==> src/rtl/ysyx_25010008_axi_pkg.sv <==
// Shared types and constants for the IFU/LSU AXI arbiter.
// Holds the read-FSM encoding, the master index and the fixed AXI field values.
package ysyx_25010008_axi_pkg;

  typedef enum logic [2:0] {
    RD_IDLE  = 3'd0,
    RD_A_IFU = 3'd1,
    RD_A_LSU = 3'd2,
    RD_D_IFU = 3'd3,
    RD_D_LSU = 3'd4
  } rd_state_t;

  typedef enum logic {
    M_IFU = 1'b0,
    M_LSU = 1'b1
  } master_t;

  localparam logic [1:0] BURST_INCR = 2'b01;
  localparam logic [1:0] RESP_OKAY  = 2'b00;
  localparam logic [3:0] AXI_ID     = 4'h0;

  function automatic master_t other_master(input master_t m);
    return (m == M_IFU) ? M_LSU : M_IFU;
  endfunction

endpackage

==> src/rtl/ysyx_25010008_rr_arb2.sv <==
// Two-request round-robin arbiter. On a tie the master that did not win last
// time is chosen; the history only advances when a granted transaction finishes.
module ysyx_25010008_rr_arb2
  import ysyx_25010008_axi_pkg::*;
(
  input  logic clock,
  input  logic reset,
  input  logic req_ifu_i,
  input  logic req_lsu_i,
  input  logic done_i,
  input  logic done_idx_i,
  output logic gnt_valid_o,
  output logic gnt_idx_o
);

  master_t last_grant_q;
  master_t last_grant_d;

  always_comb begin
    gnt_valid_o = req_ifu_i | req_lsu_i;
    if (req_ifu_i && req_lsu_i) begin
      gnt_idx_o = other_master(last_grant_q);
    end else if (req_lsu_i) begin
      gnt_idx_o = M_LSU;
    end else begin
      gnt_idx_o = M_IFU;
    end
  end

  always_comb begin
    last_grant_d = last_grant_q;
    if (done_i) begin
      last_grant_d = master_t'(done_idx_i);
    end
  end

  // Reset history to LSU so the very first tie is won by the IFU.
  always_ff @(posedge clock or negedge reset) begin
    if (!reset) begin
      last_grant_q <= M_LSU;
    end else begin
      last_grant_q <= last_grant_d;
    end
  end

endmodule

==> src/rtl/ysyx_25010008_axi_arbiter.sv <==
// Serialises IFU and LSU reads onto one AXI4 AR/R port and passes LSU writes
// straight through. R beats are steered to the requesting master with no buffering.
module ysyx_25010008_axi_arbiter
  import ysyx_25010008_axi_pkg::*;
#(
  parameter int         ADDR_W   = 32,
  parameter int         DATA_W   = 32,
  parameter logic [2:0] IFU_SIZE = 3'b010
) (
  input  logic              clock,
  input  logic              reset,
  // IFU read
  input  logic              ifu_arvalid,
  output logic              ifu_arready,
  input  logic [ADDR_W-1:0] ifu_araddr,
  input  logic [7:0]        ifu_arlen,
  output logic              ifu_rvalid,
  input  logic              ifu_rready,
  output logic [DATA_W-1:0] ifu_rdata,
  output logic [1:0]        ifu_rresp,
  output logic              ifu_rlast,
  // LSU read
  input  logic              lsu_arvalid,
  output logic              lsu_arready,
  input  logic [ADDR_W-1:0] lsu_araddr,
  input  logic [2:0]        lsu_arsize,
  output logic              lsu_rvalid,
  input  logic              lsu_rready,
  output logic [DATA_W-1:0] lsu_rdata,
  output logic [1:0]        lsu_rresp,
  // LSU write
  input  logic              lsu_awvalid,
  output logic              lsu_awready,
  input  logic [ADDR_W-1:0] lsu_awaddr,
  input  logic [2:0]        lsu_awsize,
  input  logic              lsu_wvalid,
  output logic              lsu_wready,
  input  logic [DATA_W-1:0] lsu_wdata,
  input  logic [3:0]        lsu_wstrb,
  output logic              lsu_bvalid,
  input  logic              lsu_bready,
  output logic [1:0]        lsu_bresp,
  // Master AR/R
  output logic              m_arvalid,
  input  logic              m_arready,
  output logic [ADDR_W-1:0] m_araddr,
  output logic [7:0]        m_arlen,
  output logic [2:0]        m_arsize,
  output logic [1:0]        m_arburst,
  output logic [3:0]        m_arid,
  input  logic              m_rvalid,
  output logic              m_rready,
  input  logic [DATA_W-1:0] m_rdata,
  input  logic [1:0]        m_rresp,
  input  logic              m_rlast,
  input  logic [3:0]        m_rid,
  // Master AW/W/B
  output logic              m_awvalid,
  input  logic              m_awready,
  output logic [ADDR_W-1:0] m_awaddr,
  output logic [3:0]        m_awid,
  output logic [7:0]        m_awlen,
  output logic [2:0]        m_awsize,
  output logic [1:0]        m_awburst,
  output logic              m_wvalid,
  input  logic              m_wready,
  output logic [DATA_W-1:0] m_wdata,
  output logic [3:0]        m_wstrb,
  output logic              m_wlast,
  input  logic              m_bvalid,
  output logic              m_bready,
  input  logic [1:0]        m_bresp,
  input  logic [3:0]        m_bid,
  // Debug view of the read FSM
  output logic [2:0]        dbg_rd_state
);

  rd_state_t state_q;

  logic gnt_valid;
  logic gnt_idx;
  logic a_ifu, a_lsu, d_ifu, d_lsu;
  logic ar_hs;
  logic r_done;
  logic arb_done;

  // IDs are fixed at zero on issue, so returned IDs carry no information.
  logic unused_ids;
  assign unused_ids = ^{m_rid, m_bid};

  assign a_ifu  = (state_q == RD_A_IFU);
  assign a_lsu  = (state_q == RD_A_LSU);
  assign d_ifu  = (state_q == RD_D_IFU);
  assign d_lsu  = (state_q == RD_D_LSU);
  assign ar_hs  = m_arvalid & m_arready;
  assign r_done = m_rvalid & m_rready & m_rlast;

  assign arb_done = r_done & (d_ifu | d_lsu);

  ysyx_25010008_rr_arb2 u_arb (
    .clock       (clock),
    .reset       (reset),
    .req_ifu_i   (ifu_arvalid),
    .req_lsu_i   (lsu_arvalid),
    .done_i      (arb_done),
    .done_idx_i  (d_lsu),
    .gnt_valid_o (gnt_valid),
    .gnt_idx_o   (gnt_idx)
  );

  // Requests are only sampled in IDLE, so one burst always finishes before
  // the next grant, and back-to-back bursts see two idle AR cycles.
  always_ff @(posedge clock or negedge reset) begin
    if (!reset) begin
      state_q <= RD_IDLE;
    end else begin
      case (state_q)
        RD_IDLE: begin
          if (gnt_valid) begin
            state_q <= (gnt_idx == M_LSU) ? RD_A_LSU : RD_A_IFU;
          end
        end
        RD_A_IFU: if (ar_hs)  state_q <= RD_D_IFU;
        RD_A_LSU: if (ar_hs)  state_q <= RD_D_LSU;
        RD_D_IFU: if (r_done) state_q <= RD_IDLE;
        RD_D_LSU: if (r_done) state_q <= RD_IDLE;
        default:              state_q <= RD_IDLE;
      endcase
    end
  end

  assign dbg_rd_state = state_q;

  // AR channel: fields from the granted master, held as long as it holds them.
  assign m_arvalid   = (a_ifu & ifu_arvalid) | (a_lsu & lsu_arvalid);
  assign m_araddr    = a_lsu ? lsu_araddr : ifu_araddr;
  assign m_arlen     = a_lsu ? 8'd0 : ifu_arlen;
  assign m_arsize    = a_lsu ? lsu_arsize : IFU_SIZE;
  assign m_arburst   = BURST_INCR;
  assign m_arid      = AXI_ID;
  assign ifu_arready = a_ifu & m_arready;
  assign lsu_arready = a_lsu & m_arready;

  // R channel: combinational steering, error responses pass through untouched.
  assign m_rready   = (d_ifu & ifu_rready) | (d_lsu & lsu_rready);
  assign ifu_rvalid = d_ifu & m_rvalid;
  assign ifu_rdata  = m_rdata;
  assign ifu_rresp  = d_ifu ? m_rresp : RESP_OKAY;
  assign ifu_rlast  = d_ifu & m_rlast;
  assign lsu_rvalid = d_lsu & m_rvalid;
  assign lsu_rdata  = m_rdata;
  assign lsu_rresp  = d_lsu ? m_rresp : RESP_OKAY;

  // Write path: single-beat LSU stores, independent of the read FSM.
  assign m_awvalid   = lsu_awvalid;
  assign m_awaddr    = lsu_awaddr;
  assign m_awid      = AXI_ID;
  assign m_awlen     = 8'd0;
  assign m_awsize    = lsu_awsize;
  assign m_awburst   = BURST_INCR;
  assign lsu_awready = m_awready;
  assign m_wvalid    = lsu_wvalid;
  assign m_wdata     = lsu_wdata;
  assign m_wstrb     = lsu_wstrb;
  assign m_wlast     = 1'b1;
  assign lsu_wready  = m_wready;
  assign lsu_bvalid  = m_bvalid;
  assign lsu_bresp   = m_bresp;
  assign m_bready    = lsu_bready;

endmodule

==> config.mk <==
export PLATFORM = sky130hd
export DESIGN_NAME = ysyx_25010008_axi_arbiter
export DESIGN_NICKNAME = d
export VERILOG_FILES = /design/src/rtl/ysyx_25010008_axi_pkg.sv /design/src/rtl/ysyx_25010008_rr_arb2.sv /design/src/rtl/ysyx_25010008_axi_arbiter.sv
export SDC_FILE = /design/constraint.sdc
export NUM_CORES = 1
export LEC_CHECK = 0
export ABC_AREA = 1
export ABC_CLOCK_PERIOD_IN_PS = 1500
export BUFFER_PORTS_ARGS = -buffer_cell sky130_fd_sc_hd__buf_4
export CORE_AREA = 2 2 167 169
export DETAILED_ROUTE_END_ITERATION = 10
export DIE_AREA = 0 0 169 171
export GPL_TIMING_DRIVEN = 0
export SYNTH_ARGS = -nofsm -noshare
export SYNTH_HDL_FRONTEND = slang
export SYNTH_SLANG_ARGS = --single-unit
==> constraint.sdc <==
create_clock -name clock -period 1.5 [get_ports clock]
set_clock_uncertainty 0.15 [all_clocks]
set_input_delay 0.3 -clock clock [delete_from_list [all_inputs] [get_ports clock]]
set_output_delay 0.3 -clock clock [all_outputs]
set_load 0.005 [all_outputs]
==> results of run 1 <==
cells in the final DEF (no fill, tap or decap), drive strengths merged, types with 3 or more instances in the layout:
cell / Yosys / routed
conb: 2 / 21
buf: 172 / 485
nand2: 126 / 126
nand4: 5 / 5
dfrtp: 3 / 3
clkbuf: 0 / 5
nor2: 14 / 14
nand3: 6 / 6
inv: 20 / 19
cell usage after synthesis:
cell	instances
nand2_2	4
nor2_1	12
nand4_1	5
inv_1	18
inv_2	2
nor2_2	2
buf_6	1
nand2_4	3
dfrtp_1	3
buf_4	165
nand2_1	119
dfstp_2	1
o21ai_0	1
a21boi_0	1
nand3_1	4
nand3_4	2
buf_2	6
conb_1	2
or2_2	1
area by class of cell:
cell class                      instances  area [um^2]  area share [%]
Tap cell                              346          433            7.28
Sequential cell                         4          105            1.77
Clock buffer                            4         78.8            1.33
Multi-Input combinational cell        175         1190            20.0
Inverter                               20          104            1.75
Timing Repair Buffer                  316         2680            45.1
Buffer                                171         1360            22.8
what timing repair did:
item	4_1_cts	5_1_grt
resized for setup	160	66
buffers inserted	18	10
hold endpoints to repair	4	0
gates cloned	5	1
hold buffers	1	0
pin swaps	28	25
endpoints found under the setup margin	57	58
how the worst max path moves through the flow:
stage                           startpoint           end  cells after the start
6_report       dbg_rd_state[0]$_DFFE_PN0P_   m_araddr[5]                      8
4_1_cts        dbg_rd_state[0]$_DFFE_PN0P_  m_araddr[18]                      8
3_5_place_dp   dbg_rd_state[2]$_DFFE_PN0P_  m_araddr[14]                      7
2_1_floorplan  dbg_rd_state[2]$_DFFE_PN0P_  m_araddr[11]                      6
5_1_grt        dbg_rd_state[0]$_DFFE_PN0P_  m_araddr[21]                      8
3_3_place_gp   dbg_rd_state[2]$_DFFE_PN0P_  m_araddr[14]                      7
metal layers:
layer	global-route usage, %	up-vias	part of all wire, %
met1	8.09	1385	36
met4	0.855	0	0.57
met3	1.23	4	9.0
li1	-	1542	-
met2	14.1	211	55
met5	0	-	0
logic make-up after synthesis:
logic type / synth area share (%)
and+or+nand+nor: 30.8
DFF: 4.75
other: 0.352
buffers and inverters: 63.6
AOI/OAI and AO/OA: 0.587
state kept, by name, indices dropped and copies added (netlist names):
register	flops
dbg_rd_state	3
u_arb.last_grant_q	1
where the power goes:
part | internal (mW) | leakage [nW] | switching [mW]
Sequential | 0.169 | 0.0447 | 0.0551
Combinational | 3.10 | 3.24 | 2.39
Clock | 0.351 | 0.0382 | 0.0744
Total | 3.62 | 3.33 | 2.52
stage by stage:
stage / worst slack (ns) / hold slack (ns) / cells
global route: -0.507 / 0.285 / 1036
global placement: -0.846 / -0.0523 / 1002
CTS: -0.465 / 0.280 / 1029
floorplan: -0.0158 / -0.146 / 371
detailed placement: -0.841 / -0.0527 / 1002
finish: -0.465 / 0.270 / 1036
worst reg2reg max path: cells and delay by family (launching register included):
family        cells  cell delay, ns
simple gates      7            0.51
buf+inv           6            0.56
flops             1            0.42
==> run_results.csv, run 1 <==
group,metric,value,unit
drt,final_antenna_net_count,0,
critical_path,slowest_stage,"dfrtp_2",
critical_path,cp_max_fo,5,
global_route,grt_overflow,0,
place,dpl-instance-area,4780,um^2
die,die_w,169,um
drt,wl_per_cell,11.8,um
timing,setup-violations-final,58,
clock_tree,cts-htree-levels,1,
power,p_total,6.14,mW
synth,ys_types,19,
synth,synth_area_leaders,"buf_4 58%, nand2_1 21%, dfrtp_1 3.5%",
layout,antenna_cells,0,
clock_tree,cts_buffer_depth,2,
critical_path,crit_top_cell,"buf_12",
drt,wl,12.3,mm
synth,ys_seq_area_share,4.75,%
synth,synth_top_area_cell,"buf_4",
synth,yosys.area.top_type_share,58.1,%
layout,utilization,21.8,%
critical_path,crit_family,"buffers and inverters",
synth,syn_inst,352,
die,coreArea,27300,um^2
timing,max_freq,509,MHz
synth,syn_avg_cell_area,6.06,um^2
timing,period_share,131,%
timing,tns,-19.67,ns
timing,slew_violations,0,
power,leakagePower,3.33,nW
die,initial_core_util,7.80,%
critical_path,max_stage_delay,0.42,ns
layout,num-fill-cells,2996,
clock_tree,numCtsBuffers,3,
critical_path,worstPathCellList,"inv_2, nand3_4, buf_12, buf_12, buf_8, nand2_4, nand2_2, buf_6",
critical_path,worst_r2r_endpoint,"dbg_rd_state[2]$_DFFE_PN0P_",
die,die_h,171,um
global_route,grt_pass1_vias,2892,
clock_tree,clock-sinks,4,
global_route,grt_pass1_wl,15.7,mm
timing,finalWorstSetupSlack,-0.465,ns
drt,firstDrtPassIters,4,
power,peakVddDrop,0.378,mV
critical_path,critPathArrivalTime,1.52,ns
layout,syn_to_final_growth,179,%
die,io_pins,426,
die,dieArea,28900,um^2
place,place_congestion,0.752,
critical_path,end_kind,"output port",
min_path,hold_path.class,"primary input to asynchronous set/reset pin",
die,fp-row-count,61,
drt,drtIter0Drc,110,
critical_path,r2r_cells,13,
global_route,grt_use_total,7.11,%
critical_path,required,1.05,ns
critical_path,r2r-start,"dbg_rd_state[0]$_DFFE_PN0P_",
clock_tree,cts-root-buf,"clkbuf_16",
critical_path,crit_buf_inv,5,
critical_path,cp-start-kind,"register",
place,port_buffers,285,
layout,fin_area,5940,um^2
layout,drive_gt1_share,86.8,%
place,hpwlAfterDp,9.91,mm
run_status,outcome,"complete, but fails checks",
flow_run,drv_cap,0,
layout,nets,896,
synth,netlist_area,2130,um^2
synth,ys_seq_elements,4,
timing,hold_viol_final,0,
drt,drc,0,
synth,synth_warnings,0,
critical_path,regToRegSetupSlack,-0.26,ns
global_route,grt_max_degree,11,
clock_tree,clk_latency,0.22,ns
drt,drt-vias-per-instance,3.03,
global_route,antenna_found_initial,0,
run_status,violations,"negative setup slack",
clock_tree,cts_tree,"built",
drt,vias,3142,
clock_tree,clk_pin_slew,0.03,ns
critical_path,critPathKind,"register to output port",
timing,rsz0062_at_grt,"yes",
power,p_per_area,1030,nW/um^2
timing,fin_crit,1.97,ns
Note: power is estimated with default switching activity, not from simulation.
==> run 2, diff against run 1 <==
--- a/config.mk
+++ b/config.mk
@@ -6,7 +6,7 @@
 export NUM_CORES = 1
 export LEC_CHECK = 0
 export ABC_AREA = 1
-export ABC_CLOCK_PERIOD_IN_PS = 1500
+export ABC_CLOCK_PERIOD_IN_PS = 2340
 export BUFFER_PORTS_ARGS = -buffer_cell sky130_fd_sc_hd__buf_4
 export CORE_AREA = 2 2 167 169
 export DETAILED_ROUTE_END_ITERATION = 10
@@ -14,4 +14,5 @@
 export GPL_TIMING_DRIVEN = 0
 export SYNTH_ARGS = -nofsm -noshare
 export SYNTH_HDL_FRONTEND = slang
+export SYNTH_HIERARCHICAL = 1
 export SYNTH_SLANG_ARGS = --single-unit
==> constraint.sdc (replaced) <==
create_clock -name clock -period 2.34 [get_ports clock]
set_clock_uncertainty 0.15 [all_clocks]
set_input_delay 0.468 -clock clock [delete_from_list [all_inputs] [get_ports clock]]
set_output_delay 0.468 -clock clock [all_outputs]
set_load 0.005 [all_outputs]
==> run 2 against run 1 <==
Effect of this change: the run now ends clean; critical path depth unchanged; hold slack improved by 0.048 ns; non-clock buffer count decreased by 26; die area unchanged; critical path type unchanged.
==> run_results.csv, run 2 <==
group,metric,value,unit
power,p_per_area,510,nW/um^2
drt,wl_per_cell,10.7,um
min_path,min_path_cells,2,
layout,drive_gt1_share,71.9,%
critical_path,cp_max_fo,10,
power,peakVddDrop,0.273,mV
synth,synth-compound-area-share,0.465,%
synth,synth_top_family_by_area,"buffers and inverters",
critical_path,worstPathCellList,"buf_6, inv_4, nand3_4, buf_12, buf_4, nand2_1, nand2_1, buf_4",
critical_path,critPathArrivalTime,1.63,ns
global_route,grt_overflow,0,
die,fp-row-count,61,
power,p_total,2.53,mW
timing,max_freq,445,MHz
min_path,hold_end,"u_arb/last_grant_q$_DFFE_PN1P_",
layout,antenna_cells,0,
synth,synth_mux_area_share,0,%
critical_path,slowest_stage,"dfrtp_1",
synth,yosys.area.top_type_share,58.6,%
timing,rsz0062_at_grt,"yes",
critical_path,max_stage_delay,0.39,ns
die,die_w,169,um
layout,syn_to_final_growth,130,%
synth,synth_ff_type,"dfrtp_1",
layout,fin_area,4950,um^2
clock_tree,clk_pin_slew,0.03,ns
synth,synthSimpleGateAreaFrac,30.2,%
synth,ys_seq_elements,4,
synth,ys_types,19,
synth,synthXorXnorAreaFrac,0,%
critical_path,required,1.72,ns
synth,synth_edf_count,0,
timing,tns,0,ns
critical_path,crit_family,"buffers and inverters",
timing,setup-violations-final,0,
min_path,hold_path.class,"register to register",
die,io_pins,426,
critical_path,cp-start-kind,"register",
critical_path,worst_r2r_endpoint,"dbg_rd_state[2]$_DFFE_PN0P_",
place,hpwlAfterDp,9.70,mm
drt,drc,0,
die,dieArea,28900,um^2
global_route,grt_pass1_wl,13.5,mm
power,leakagePower,2.97,nW
die,die_h,171,um
critical_path,r2r-start,"dbg_rd_state[1]$_DFFE_PN0P_",
synth,syn_inst,358,
synth,ys_async_sr_fraction,100,%
critical_path,end_kind,"output port",
die,initial_core_util,7.88,%
global_route,grt_use_total,6.17,%
clock_tree,clk_latency,0.22,ns
critical_path,crit_buf_inv,5,
place,place_congestion,0.738,
flow_run,drv_cap,0,
clock_tree,cts-root-buf,"clkbuf_16",
synth,synth_area_leaders,"buf_4 59%, nand2_1 21%, inv_1 3.7%",
synth,syn_avg_cell_area,6.01,um^2
synth,synthAdderAreaFrac,0,%
place,dpl-instance-area,4800,um^2
clock_tree,numCtsBuffers,3,
synth,ys_top_cells_by_count,"168 x buf_4, 118 x nand2_1, 21 x inv_1",
run_status,outcome,"finished clean",
synth,ys_seq_area_share,4.71,%
timing,fin_crit,2.25,ns
timing,period_share,96.0,%
layout,final_cell_mix,"454 x buf_4, 118 x nand2_1, 21 x inv_1, 21 x conb_1, 13 x nor2_1",
place,dpl.cell_count,1008,
clock_tree,cts-htree-levels,1,
timing,hold_viol_final,0,
layout,largest_reg_flops,3,
clock_tree,clock-sinks,4,
clock_tree,cts_tree,"built",
critical_path,critPathKind,"register to output port",
synth,netlist_area,2150,um^2
drt,final_antenna_net_count,0,
critical_path,cp.depth,8,
drt,wl,10.9,mm
synth,yosysMostFrequentCell,"buf_4",
drt,firstDrtPassIters,4,
global_route,grt_pass1_vias,2476,
layout,nets,875,
die,coreArea,27300,um^2
min_path,min_from,"u_arb/last_grant_q$_DFFE_PN1P_",
critical_path,regToRegSetupSlack,0.88,ns
global_route,antenna_found_initial,0,
drt,vias,2910,
layout,final_common_cell,"buf_4",
place,port_buffers,285,
critical_path,r2r_cells,9,
timing,slew_violations,0,
synth,synth_top_area_cell,"buf_4",
drt,drt-vias-per-instance,2.87,
drt,drtIter0Drc,52,
synth,synth_warnings,6,
clock_tree,cts_buffer_depth,2,
global_route,grt_max_degree,11,
layout,stdcell_count,1015,
[run 2: changes by cell type after synthesis, sizes merged]
| cell | previous run | this run |
|---|---|---|
| inv | 20 | 24 |
| a21oi | 0 | 2 |
| nor2 | 14 | 16 |
| a21boi | 1 | 0 |
| buf | 172 | 173 |
| nand2 | 126 | 125 |
| nand3 | 6 | 5 |
| o21ai | 1 | 0 |
| or2 | 1 | 2 |
[run 2: area by class of cell]
type	instances	area [um^2]
Sequential cell	4	103
Clock buffer	4	78.8
Tap cell	346	433
Buffer	173	1320
Multi-Input combinational cell	176	742
Timing Repair Buffer	288	2180
Fill cell	3091	22400
Inverter	24	97.6
[run 2: repair_timing]
action,4_1_cts,5_1_grt
buffers inserted,1,1
pin swaps,1,0
setup endpoints to repair,34,26
hold buffers,1,0
hold endpoints to repair,3,0
gates resized for setup,9,7
[run 2: worst max-delay path by stage]
stage	to	from
2_1_floorplan	m_araddr[10]	dbg_rd_state[0]$_DFFE_PN0P_
3_3_place_gp	m_araddr[30]	dbg_rd_state[0]$_DFFE_PN0P_
3_5_place_dp	m_araddr[30]	dbg_rd_state[0]$_DFFE_PN0P_
4_1_cts	m_araddr[30]	dbg_rd_state[0]$_DFFE_PN0P_
5_1_grt	m_araddr[30]	dbg_rd_state[0]$_DFFE_PN0P_
6_report	m_araddr[17]	dbg_rd_state[0]$_DFFE_PN0P_
[run 2: kinds of logic after synthesis]
kind of cell,after synthesis
DFF,4
AOI/OAI and AO/OA,2
and+or+nand+nor,153
buffers and inverters,197
other,2
[run 2: power by group]
part	internal (mW)	switching [mW]	total, mW
sequential	0.104	0.0267	0.131
combinational	1.13	0.985	2.12
clock	0.225	0.0503	0.275
total	1.46	1.06	2.53
[run 2: worst min-delay path, stage by stage (launching register included)]
cell,delay [ns]
dfstp_2,0.36
nand2_1,0.05
nand2_1,0.05
[run 2: stage by stage]
stage,setup slack [ns],utilization [%],hold WS [ns]
global route,-0.0127,18.1,0.348
detailed placement,-0.242,17.6,0.116
CTS,0.00207,18.0,0.321
global placement,-0.232,17.6,0.115
floorplan,0.647,-,0.0224
finish,0.0933,18.1,0.317
[run 2: metal layers]
metal	global-route usage [%]	up-vias	part of all wire, %
met3	1.20	2	9.7
met1	7.72	1198	39
met5	0	-	0
met4	0.557	0	0.17
li1	-	1501	-
met2	11.3	209	51
